<file path="config.mk">
export PLATFORM = sky130hd
export DESIGN_NAME = writeback_stage_flat
export DESIGN_NICKNAME = d
export VERILOG_FILES = /design/src/rtl/writeback_stage_if.sv /design/src/rtl/writeback_stage.sv /design/src/flat_wrapper.sv
export SDC_FILE = /design/constraint.sdc
export NUM_CORES = 1
export LEC_CHECK = 0
export ABC_CLOCK_PERIOD_IN_PS = 2850
export CAP_MARGIN = 5
export CORE_MARGIN = 3
export CORE_UTILIZATION = 50
export CTS_BUF_LIST = sky130_fd_sc_hd__clkbuf_16
export DETAILED_ROUTE_END_ITERATION = 8
export GPL_TIMING_DRIVEN = 0
export PLACE_DENSITY = 0.81
export SLEW_MARGIN = 20
export SYNTH_ARGS = -nofsm -noshare
export SYNTH_HDL_FRONTEND = slang
export SYNTH_SLANG_ARGS = --single-unit
</file>
<file path="constraint.sdc">
create_clock -name clk -period 2.85 [get_ports clk]
set_input_delay 0.4275 -clock clk [delete_from_list [all_inputs] [get_ports clk]]
set_output_delay 0.4275 -clock clk [all_outputs]
set_load 0.005 [all_outputs]
</file>
<file path="src/rtl/writeback_stage_if.sv">
// writeback_stage_if: memory-stage to writeback-stage instruction payload bundle.
interface writeback_stage_if;
  logic        in_is_stall;
  logic [31:0] in_read_data;
  logic [31:0] in_reg_pc;
  logic [31:0] in_alu_out;
  logic        in_br_flg;
  logic [31:0] in_br_target;
  logic        in_rf_wen;
  logic [3:0]  in_wb_sel;
  logic [4:0]  in_wb_addr;
  logic        in_jmp_flg;
  logic        in_inst_is_ecall;
  modport master (output in_is_stall, in_read_data, in_reg_pc, in_alu_out, in_br_flg, in_br_target,
                  in_rf_wen, in_wb_sel, in_wb_addr, in_jmp_flg, in_inst_is_ecall);
  modport slave (input in_is_stall, in_read_data, in_reg_pc, in_alu_out, in_br_flg, in_br_target,
                 in_rf_wen, in_wb_sel, in_wb_addr, in_jmp_flg, in_inst_is_ecall);
endinterface

</file>
<file path="src/rtl/writeback_stage.sv">
// writeback_stage: final pipeline stage; register-file write, branch redirect, retire count, ecall halt.
module writeback_stage #(
  parameter int FLUSH_CYCLES = 1,
  parameter int CNT_WIDTH    = 64
) (
  input  logic                 clk,
  input  logic                 rst_n,
  writeback_stage_if.slave     m,
  output logic                 rf_we,
  output logic [4:0]           rf_waddr,
  output logic [31:0]          rf_wdata,
  output logic                 wb_branch_hazard,
  output logic [31:0]          redirect_pc,
  output logic [CNT_WIDTH-1:0] retire_count,
  output logic                 exit,
  output logic [31:0]          exit_code
);
  localparam logic [3:0] WB_X = 4'd0, WB_ALU = 4'd1, WB_MEM = 4'd2, WB_PC = 4'd3;
  typedef enum logic [1:0] {RUN, FLUSH, HALT} state_t;
  state_t      state;
  logic [3:0]  cnt;
  logic        valid, s_wen, s_ecall;
  logic [31:0] s_rdata, s_pc, s_alu, gp;
  logic [3:0]  s_sel;
  logic [4:0]  s_addr;
  logic        cap, gp_wr;
  always_comb begin
    cap = state == RUN && !m.in_is_stall;
    rf_we = valid && s_wen && s_sel != WB_X && s_addr != 5'd0 && !s_ecall;
    rf_waddr = rf_we ? s_addr : 5'd0;
    rf_wdata = s_sel == WB_ALU ? s_alu : s_sel == WB_MEM ? s_rdata : s_sel == WB_PC ? s_pc + 32'd4 : 32'd0;
    gp_wr = rf_we && rf_waddr == 5'd3;
  end
  always_ff @(posedge clk or negedge rst_n) begin
    if (!rst_n) begin
      state <= RUN;
      cnt <= 4'd0;
      valid <= 1'b0;
      s_wen <= 1'b0;
      s_ecall <= 1'b0;
      s_rdata <= 32'd0;
      s_pc <= 32'd0;
      s_alu <= 32'd0;
      s_sel <= WB_X;
      s_addr <= 5'd0;
      gp <= 32'd0;
      wb_branch_hazard <= 1'b0;
      redirect_pc <= 32'd0;
      retire_count <= '0;
      exit <= 1'b0;
      exit_code <= 32'd0;
    end else begin
      valid <= cap;
      if (cap) begin
        s_wen <= m.in_rf_wen;
        s_ecall <= m.in_inst_is_ecall;
        s_rdata <= m.in_read_data;
        s_pc <= m.in_reg_pc;
        s_alu <= m.in_alu_out;
        s_sel <= m.in_wb_sel;
        s_addr <= m.in_wb_addr;
        retire_count <= retire_count + CNT_WIDTH'(1);
      end
      if (gp_wr) gp <= rf_wdata;
      case (state)
        RUN: begin
          // ecall wins over a simultaneous branch; exit code sees a same-cycle x3 write
          if (cap && m.in_inst_is_ecall) begin
            state <= HALT;
            exit <= 1'b1;
            exit_code <= gp_wr ? rf_wdata : gp;
          end else if (cap && (m.in_br_flg || m.in_jmp_flg)) begin
            state <= FLUSH;
            wb_branch_hazard <= 1'b1;
            cnt <= 4'(FLUSH_CYCLES);
            redirect_pc <= m.in_br_target;
          end
        end
        FLUSH: begin
          cnt <= cnt - 4'd1;
          if (cnt == 4'd1) begin
            state <= RUN;
            wb_branch_hazard <= 1'b0;
          end
        end
        default: ;
      endcase
    end
  end
endmodule
</file>
<file path="src/flat_wrapper.sv">
// flat-port wrapper written by rule: the top's interface ports become plain ports
module writeback_stage_flat 
#(
  parameter int FLUSH_CYCLES = 1,
  parameter int CNT_WIDTH    = 64
)
  (clk, rst_n, rf_we, rf_waddr, rf_wdata, wb_branch_hazard, redirect_pc, retire_count, exit, exit_code, m_in_is_stall, m_in_read_data, m_in_reg_pc, m_in_alu_out, m_in_br_flg, m_in_br_target, m_in_rf_wen, m_in_wb_sel, m_in_wb_addr, m_in_jmp_flg, m_in_inst_is_ecall);
  writeback_stage_if m_i ();
  input  logic clk;
  input  logic rst_n;
  output logic rf_we;
  output logic [4:0] rf_waddr;
  output logic [31:0] rf_wdata;
  output logic wb_branch_hazard;
  output logic [31:0] redirect_pc;
  output logic [CNT_WIDTH-1:0] retire_count;
  output logic exit;
  output logic [31:0] exit_code;
  input wire logic [$bits(m_i.in_is_stall)-1:0] m_in_is_stall;
  input wire logic [$bits(m_i.in_read_data)-1:0] m_in_read_data;
  input wire logic [$bits(m_i.in_reg_pc)-1:0] m_in_reg_pc;
  input wire logic [$bits(m_i.in_alu_out)-1:0] m_in_alu_out;
  input wire logic [$bits(m_i.in_br_flg)-1:0] m_in_br_flg;
  input wire logic [$bits(m_i.in_br_target)-1:0] m_in_br_target;
  input wire logic [$bits(m_i.in_rf_wen)-1:0] m_in_rf_wen;
  input wire logic [$bits(m_i.in_wb_sel)-1:0] m_in_wb_sel;
  input wire logic [$bits(m_i.in_wb_addr)-1:0] m_in_wb_addr;
  input wire logic [$bits(m_i.in_jmp_flg)-1:0] m_in_jmp_flg;
  input wire logic [$bits(m_i.in_inst_is_ecall)-1:0] m_in_inst_is_ecall;
  assign m_i.in_is_stall = m_in_is_stall;
  assign m_i.in_read_data = m_in_read_data;
  assign m_i.in_reg_pc = m_in_reg_pc;
  assign m_i.in_alu_out = m_in_alu_out;
  assign m_i.in_br_flg = m_in_br_flg;
  assign m_i.in_br_target = m_in_br_target;
  assign m_i.in_rf_wen = m_in_rf_wen;
  assign m_i.in_wb_sel = m_in_wb_sel;
  assign m_i.in_wb_addr = m_in_wb_addr;
  assign m_i.in_jmp_flg = m_in_jmp_flg;
  assign m_i.in_inst_is_ecall = m_in_inst_is_ecall;
  writeback_stage #(.FLUSH_CYCLES(FLUSH_CYCLES), .CNT_WIDTH(CNT_WIDTH)) u_core (.clk(clk), .rst_n(rst_n), .m(m_i), .rf_we(rf_we), .rf_waddr(rf_waddr), .rf_wdata(rf_wdata), .wb_branch_hazard(wb_branch_hazard), .redirect_pc(redirect_pc), .retire_count(retire_count), .exit(exit), .exit_code(exit_code));
endmodule
</file>
---- Word level (Yosys, flattened, before mapping) ----
Cells that the tools add are included.
Widths: inputs -> output; s select.
operators by class
  $add $sub $neg .......................... 3
  eq/ne operators ......................... 10
  multiplexer cells ....................... 16
  bitwise logic cells ..................... 1
  reduce and logical (&&, ||, !) cells .... 20
operators by type and width
  kind                   count
  $mux 32                4
  $add 64x1->64 const B  1
  $add 32x3->32 const B  1
  $reduce_and 3->1       3
  $eq 4x1->1 const B     2
  $eq 4x2->1 const B     2
  $logic_and 1x1->1      8
  $mux 4                 2
  $pmux 4 s2             1
  $mux 2                 3
  $eq 5x2->1 const B     1
  $mux 5                 1
  $reduce_bool 5->1      1
  $ne 2x2->1 const B     2
  $pmux 2 s2             1
  $reduce_and 4->1       1
  $reduce_bool 4->1      1
  $sub 4x1->4 const B    1
  $mux 1                 3
  $ne 3x3->1 const B     1
  $eq 2x1->1 const B     1
  $logic_not 1->1        2
  $logic_not 2->1        1
  $ne 2x1->1 const B     1
  5 further kinds        5
storage, ports and cells
  register bits ........................... 276
  bits of input ports ..................... 144
  output and inout port bits .............. 168
  logic and storage cells ................. 66

---- Depth between registers and ports, before layout ----
Gate-level depths: netlist of run 1.
  word-level depth ........................ 8
  gate-level depth with buffers ........... 9
  mapped depth without buffers ............ 6

---- Least setup slack after synthesis of run 1 ----
No wires, ideal clock.
  kind .................................... reg2out
  start point ............................. register u_core.s_pc[2]
  end point ............................... output port rf_wdata[18]
  data arrival time ....................... 1933 ps
  setup slack ............................. 489 ps
  cell stages (with the launch flop) ...... 7
  path buffers ............................ 0
  cells stage by stage .................... dfrtp_1 ha_1 nand4_1 nor3_2 a21boi_0 a2111oi_0 nor2b_1
between the ends
  cells in the longest elaborated chain, start to end .. 4
ends and longest elaborated chain
  what                    line                   RTL
  start, declared         writeback_stage.sv:23  logic [31:0] s_rdata, s_pc, s_alu, gp;
  start signal, assigned  writeback_stage.sv:58  s_pc <= m.in_reg_pc;
  $add 32x3->32           writeback_stage.sv:31  rf_wdata = s_sel == WB_ALU ? s_alu : s_sel == WB_MEM ? s_rdata : s_sel == WB_PC ? s_pc + 32'd4 : 32'd0;
  $mux 32 (3 in a row)    writeback_stage.sv:31
  end, declared           flat_wrapper.sv:13     output logic [31:0] rf_wdata;
No other way between the ends.

---- Final worst setup path of run 1 ----
  start point ............................. register u_core.s_pc[3]
  end point ............................... output port rf_wdata[18]
The elaborated chain is that of the path after synthesis.

==> flow_summary.toml, run 1 <==
[status]
outcome = "finished with violations"
violations = "negative setup slack"

[synth]
synth-main-ff-cell = "dfrtp_1"
syn-cell-area_sq_um = 12800
ys_ff_latch = 276
ys_seq_area_frac = 0.539
yosysWarnings = 0
synth-edff-count = 0
async_flop_share = 1.00
syn_area_per_cell_sq_um = 9.37
syn-num-nets = 1515
syn_inst = 1367
yosysUniqueCellTypes = 61

[critical_path]
cp.depth = 9
path_buf_inv = 3
arrival_ps = 2530
reg2reg_setup_slack_ps = 30
startpoint_type = "register"
reg2reg_from = "u_core.s_addr[4]"
cpPeakStageDelay_ps = 400
cp_top_family = "simple AND/OR/NAND/NOR gates"
crit_fanout = 5
path_cells = "ha_4 > nand4_1 > buf_6 > nor3_4 > a21boi_2 > a2111oi_2 > buf_4 > nor2b_2 > clkbuf_2"
crit_path_end_kind = "output pin"
r2r_cells = 5
crit_slowest_cell = "dfrtp_2"
crit_start = "u_core.s_pc[3]"
cp_data_required_time_ps = 2420
cp-endpoint = "rf_wdata[18]"
path_class = "register to output pin"
worst_r2r_endpoint = "u_core.gp[22]"

[placement]
port_buffers = 311
hpwl_mm = 31.7
place_area_sq_um = 16400
gp_congestion = 0.943

[power_and_ir_drop]
ir_drop_mv = 0.460
p_leak_nw = 8.86
power.density_nw_per_um2 = 845

[finish]
fin_nets = 1963
final_cell_mix = "422 x nand2_1, 281 x clkdlybuf4s50_1, 259 x dfrtp_1"
fillerInstances = 1599
fin_area_sq_um = 18900
syn_to_final_growth_pct = 47.7
final_layout_size_suffix_gt1_frac = 0.201
mostFrequentLayoutCell = "nand2_1"

[die]
coreArea_sq_um = 24700
dieArea_sq_um = 27600
die_y_microns = 166
die_x_microns = 166
ios = 312
num_rows = 57
start_util = 0.518

[timing]
timing.fmax_mhz = 338
max-slew-margin-rel = 0.536
hold_viol = 0
rsz0062_at_grt = "true"
holdWs_ps = 407
fin_ws_ps = -109
finalCriticalPeriod_ps = 2960
setup_viol = 10
slew_viol_final = 0
finClkSkew_ps = 12.9
tightest_slew_ps = 696
period_share = 1.04

[detailed_routing]
viasPerCell = 5.81
first_pass_iters = 6
drt-wirelength-per-cell_microns = 21.0
via_count = 12557
drc = 0
dr.first_iter.drc_count = 1693
wl_mm = 45.4
ant_nets = 0

[global_route]
antenna_found_initial = 1
grt_pass1_vias = 12267
grt_use_total = 0.314
grt_pass1_wl_mm = 69.5
grt_start_max_net_pins = 102
overflow = 0

[clock_network]
clock-sinks = 276
htreeDepth = 1
cts_tree = "done"
cts_buffer_depth = 3
clock-root-buffer = "clkbuf_16"
cts_buffers = 29
cts.clk_slew.worst_paths_ps = 60
clock_latency_ps = 550

[run]
drv_cap = 0

[worst_hold_path]
worst_hold_path_type = "input port to register"
-- cells in the mapped netlist, drive strengths merged (19+ instances only) --
| library cell | number | area, sq um |
|---|---|---|
| and3 | 22 | 138 |
| nor4 | 23 | 174 |
| inv | 19 | 71.3 |
| dfrtp | 276 | 6910 |
| nand3 | 41 | 205 |
| nand4 | 31 | 200 |
| nor3 | 31 | 160 |
| a21oi | 31 | 155 |
| xnor2 | 41 | 359 |
| xor2 | 31 | 272 |
| clkbuf | 51 | 193 |
| nor2 | 64 | 240 |
| mux2 | 44 | 495 |
| nand2 | 424 | 1600 |
| o21ai | 56 | 280 |
-- stage by stage --
step	total power (W)	utilization	cells	TNS [ps]	worst slack (ps)
2_1_floorplan	0.00819	-	1367	0	489
3_3_place_gp	0.0107	0.660	2002	-2847670	-10280
3_5_place_dp	0.0108	0.662	2004	-21340	-737
4_1_cts	0.0155	0.752	2139	-612	-145
5_1_grt	0.0167	0.764	2162	-1610	-156
6_report	0.0160	0.764	2162	-543	-109
-- registers in the layout, summed over array words and instances, names as in the netlist --
signal / cells
u_core.retire_count: 64
u_core.exit_code: 32
u_core.gp: 32
u_core.redirect_pc: 32
u_core.s_alu: 32
u_core.s_pc: 32
u_core.s_rdata: 32
u_core.s_addr: 5
u_core.cnt: 4
u_core.s_sel: 4
u_core.state: 2
u_core.exit: 1
u_core.s_ecall: 1
u_core.s_wen: 1
u_core.valid: 1
u_core.wb_branch_hazard: 1
-- layer usage --
metal / part of all wire / global-route usage / up-vias
li1: - / - / 5551
met1: 0.39 / 0.422 / 6138
met2: 0.48 / 0.514 / 715
met3: 0.087 / 0.0519 / 153
met4: 0.048 / 0.123 / 0
met5: 0 / 0 / -
-- worst min-delay path, delay by kind of cell --
| family | cells | cell delay [ps] |
|---|---|---|
| simple gates | 2 | 100 |
| buf+inv | 1 | 390 |
-- power by group --
| part | switching [W] | internal (W) |
|---|---|---|
| registers | 0.000986 | 0.00508 |
| logic | 0.00325 | 0.00306 |
| clock network | 0.00158 | 0.00202 |
| total | 0.00582 | 0.0102 |
-- logic make-up (layout without fill, tap and decap cells) --
group,Yosys count,in the layout,synth area share
AOI/OAI and AO/OA,168,168,0.0842
xor gates and xnor gates,72,72,0.0492
adders and majority gates,4,4,0.00391
buffers and inverters,89,559,0.0280
DFF,276,276,0.539
muxes,50,50,0.0434
other,0,1,0
and+or+nand+nor,708,708,0.252
-- worst min path at each step --
stage	startpoint	to	slack, ps	cells after the start
2_1_floorplan	rst_n	u_core.cnt[0]	130	0
3_3_place_gp	u_core.gp[7]	u_core.gp[7]	450	2
3_5_place_dp	u_core.gp[26]	u_core.gp[26]	450	2
4_1_cts	m_in_reg_pc[17]	u_core.s_pc[17]	400	3
5_1_grt	m_in_alu_out[16]	u_core.s_alu[16]	400	3
6_report	m_in_reg_pc[17]	u_core.s_pc[17]	410	3
-- cell type report --
type	count	area, sq um	area share
Sequential cell	276	6930	0.366
Timing Repair Buffer	420	3970	0.210
Inverter	20	76.3	0.00403
Multi-Input combinational cell	1002	6220	0.329
Clock buffer	29	726	0.0384
Clock inverter	24	161	0.00853
Antenna cell	1	2.50	0.000132
Tap cell	324	405	0.0214
Buffer	66	434	0.0230
-- timing repair --
item | CTS | global route
pin swaps | 66 | 38
resized for setup | 239 | 61
endpoints found under the hold margin | 75 | 0
endpoints found under the setup margin | 45 | 55
setup buffers | 84 | 22
hold buffers | 1 | 0
Note: power is estimated with default switching activity, not from simulation.
==> inputs of run 2 (changes only) <==
--- a/config.mk
+++ b/config.mk
@@ -5,14 +5,14 @@
 export SDC_FILE = /design/constraint.sdc
 export NUM_CORES = 1
 export LEC_CHECK = 0
-export ABC_CLOCK_PERIOD_IN_PS = 2850
+export ABC_CLOCK_PERIOD_IN_PS = 3420
 export CAP_MARGIN = 5
 export CORE_MARGIN = 3
-export CORE_UTILIZATION = 50
+export CORE_UTILIZATION = 54
 export CTS_BUF_LIST = sky130_fd_sc_hd__clkbuf_16
 export DETAILED_ROUTE_END_ITERATION = 8
-export GPL_TIMING_DRIVEN = 0
-export PLACE_DENSITY = 0.81
+export PLACE_DENSITY = 0.86
+export SETUP_SLACK_MARGIN = 0.2
 export SLEW_MARGIN = 20
 export SYNTH_ARGS = -nofsm -noshare
 export SYNTH_HDL_FRONTEND = slang
==> constraint.sdc (replaced) <==
create_clock -name clk -period 3.42 [get_ports clk]
set_input_delay 0.513 -clock clk [delete_from_list [all_inputs] [get_ports clk]]
set_output_delay 0.513 -clock clk [all_outputs]
set_load 0.005 [all_outputs]
==> run 2 against run 1 <==
The run ends with negative hold slack left. Total power decreased by 19%. Largest cell class unchanged. Largest power group is now registers. Worst setup slack improved by 260 ps. Critical endpoint is now rf_wdata[27]. Wire length shrank 8.7%. Die area decreased by 7.1%. Critical path depth fell by 3. Utilization rose by 2.6 points. Design area down 3.9%. Global-route usage shrank 0.17 points. First-iteration DRC count fell by 34%. Clock power shrank 8.9%. Highest routed layer is now met5.
==> flow_summary.toml, run 2 (synthesis gave the netlist of run 1 again) <==
[timing]
rsz0062_at_grt = "true"
timing.fmax_mhz = 306
finalCriticalPeriod_ps = 3270
final.setup.tns_ps = 0
hold_viol = 3
holdWs_ps = -8.06
setup_viol = 0
tightest_slew_ps = 870
period_share = 0.955
finClkSkew_ps = 10.8
max-slew-margin-rel = 0.420
slew_viol_final = 0

[finish]
final_layout_size_suffix_gt1_frac = 0.152
fin_nets = 1877
final_cell_mix = "421 x nand2_1, 299 x clkdlybuf4s50_1, 264 x dfrtp_1"
fin_area_sq_um = 18200
syn_to_final_growth_pct = 41.9
largest_reg_flops = 64
regMostFlops = "u_core.retire_count"
mostFrequentLayoutCell = "nand2_1"

[clock_network]
clock_latency_ps = 550
clock-sinks = 276
htreeDepth = 1
cts_buffer_depth = 3
cts.clk_slew.worst_paths_ps = 60
cts_tree = "done"
cts_buffers = 29
clock-root-buffer = "clkbuf_16"

[detailed_routing]
drt-wirelength-per-cell_microns = 20.1
via_count = 11928
drc = 0
wl_mm = 41.4
first_pass_iters = 6
ant_nets = 0
viasPerCell = 5.78
dr.first_iter.drc_count = 1112

[placement]
place_area_sq_um = 16300
port_buffers = 311
hpwl_mm = 28.9
gp_congestion = 0.943

[critical_path]
crit_path_end_kind = "output pin"
cp_data_required_time_ps = 2910
crit_fanout = 7
startpoint_type = "register"
arrival_ps = 2750
path_class = "register to output pin"

[die]
num_rows = 55
ios = 312
coreArea_sq_um = 23000
dieArea_sq_um = 25600
start_util = 0.557
die_x_microns = 160
die_y_microns = 160

[global_route]
grt_pass1_wl_mm = 63.9
overflow = 0
antenna_found_initial = 4
grt_pass1_vias = 11770
grt_start_max_net_pins = 100
grt_use_total = 0.312

[power_and_ir_drop]
p_leak_nw = 8.49
power.density_nw_per_um2 = 709
ir_drop_mv = 0.476

[run]
drv_cap = 0

[worst_hold_path]
worst_hold_path_type = "input port to async pin"

[status]
outcome = "finished with violations"
violations = "negative hold slack"
-- run 2: cell count changes in the layout (fill, tap and decap cells not counted), sizes merged --
cell           change
clkinvlp           -2
dlygate4sd2        -2
dlymetal6s2s       +3
clkinv             -2
clkdlybuf4s15      -3
buf               -51
dlygate4sd3        -1
bufinv             +4
clkbuf            -50
clkdlybuf4s50     +18
-- run 2: power by group --
| group | internal [W] | switching, W | total [W] |
|---|---|---|---|
| logic | 0.00220 | 0.00235 | 0.00454 |
| clock network | 0.00199 | 0.00130 | 0.00328 |
| registers | 0.00423 | 0.000829 | 0.00506 |
-- run 2: final timing paths --
kind                                       from  slack (ps)                      end  cells after the start
worst max-delay path            u_core.s_pc[19]         150             rf_wdata[27]                      6
worst min-delay path                      rst_n          -8  u_core.retire_count[12]                      1
worst max register to register  u_core.s_sel[0]         660     u_core.exit_code[14]                      8
worst min register to register    u_core.gp[30]         470            u_core.gp[30]                      2
max in group asynchronous                 rst_n        2520   u_core.redirect_pc[24]                      2
min in group clk                  u_core.gp[30]         470            u_core.gp[30]                      2
-- run 2: final cells by class --
| cell class | instances | area [sq um] |
|---|---|---|
| Clock buffer | 29 | 726 |
| Tap cell | 313 | 392 |
| Fill cell | 1488 | 4810 |
| Sequential cell | 276 | 6920 |
| Antenna cell | 1 | 2.50 |
| Multi-Input combinational cell | 1002 | 5950 |
| Inverter | 20 | 77.6 |
| Clock inverter | 24 | 263 |
| Timing Repair Buffer | 400 | 3840 |
-- run 2: worst max-delay path, stage by stage, from the launching register on --
cell             delay, ps
dfrtp_2                420
nand4_1                190
or3_1                  450
o31a_1                 290
a2111oi_4              260
nor2_1                 130
clkdlybuf4s50_1        460
-- run 2: what timing repair did --
item	4_1_cts	5_1_grt
pin swaps	15	19
buffers inserted	35	22
hold buffers	0	0
setup endpoints to repair	28	21
resized for setup	56	47
-- run 2: per-layer routing --
layer	up-vias	global-route usage	part of all wire
li1	5370	-	-
met1	5801	0.387	0.38
met2	620	0.527	0.48
met3	135	0.0641	0.081
met4	2	0.147	0.055
met5	-	0	0.00031
-- run 2: per-stage QoR --
stage | worst slack, ps | utilization | hold slack [ps] | std cells | total power, W
finish | 152 | 0.791 | -8.06 | 2065 | 0.0129
global route | 91.4 | 0.791 | 49.2 | 2065 | 0.0135
CTS | 59.4 | 0.775 | 40.3 | 2042 | 0.0126
detailed placement | 355 | 0.711 | 450 | 1954 | 0.00900
global placement | 426 | 0.711 | 445 | 1954 | 0.00886
floorplan | 974 | - | 217 | 1367 | 0.00683
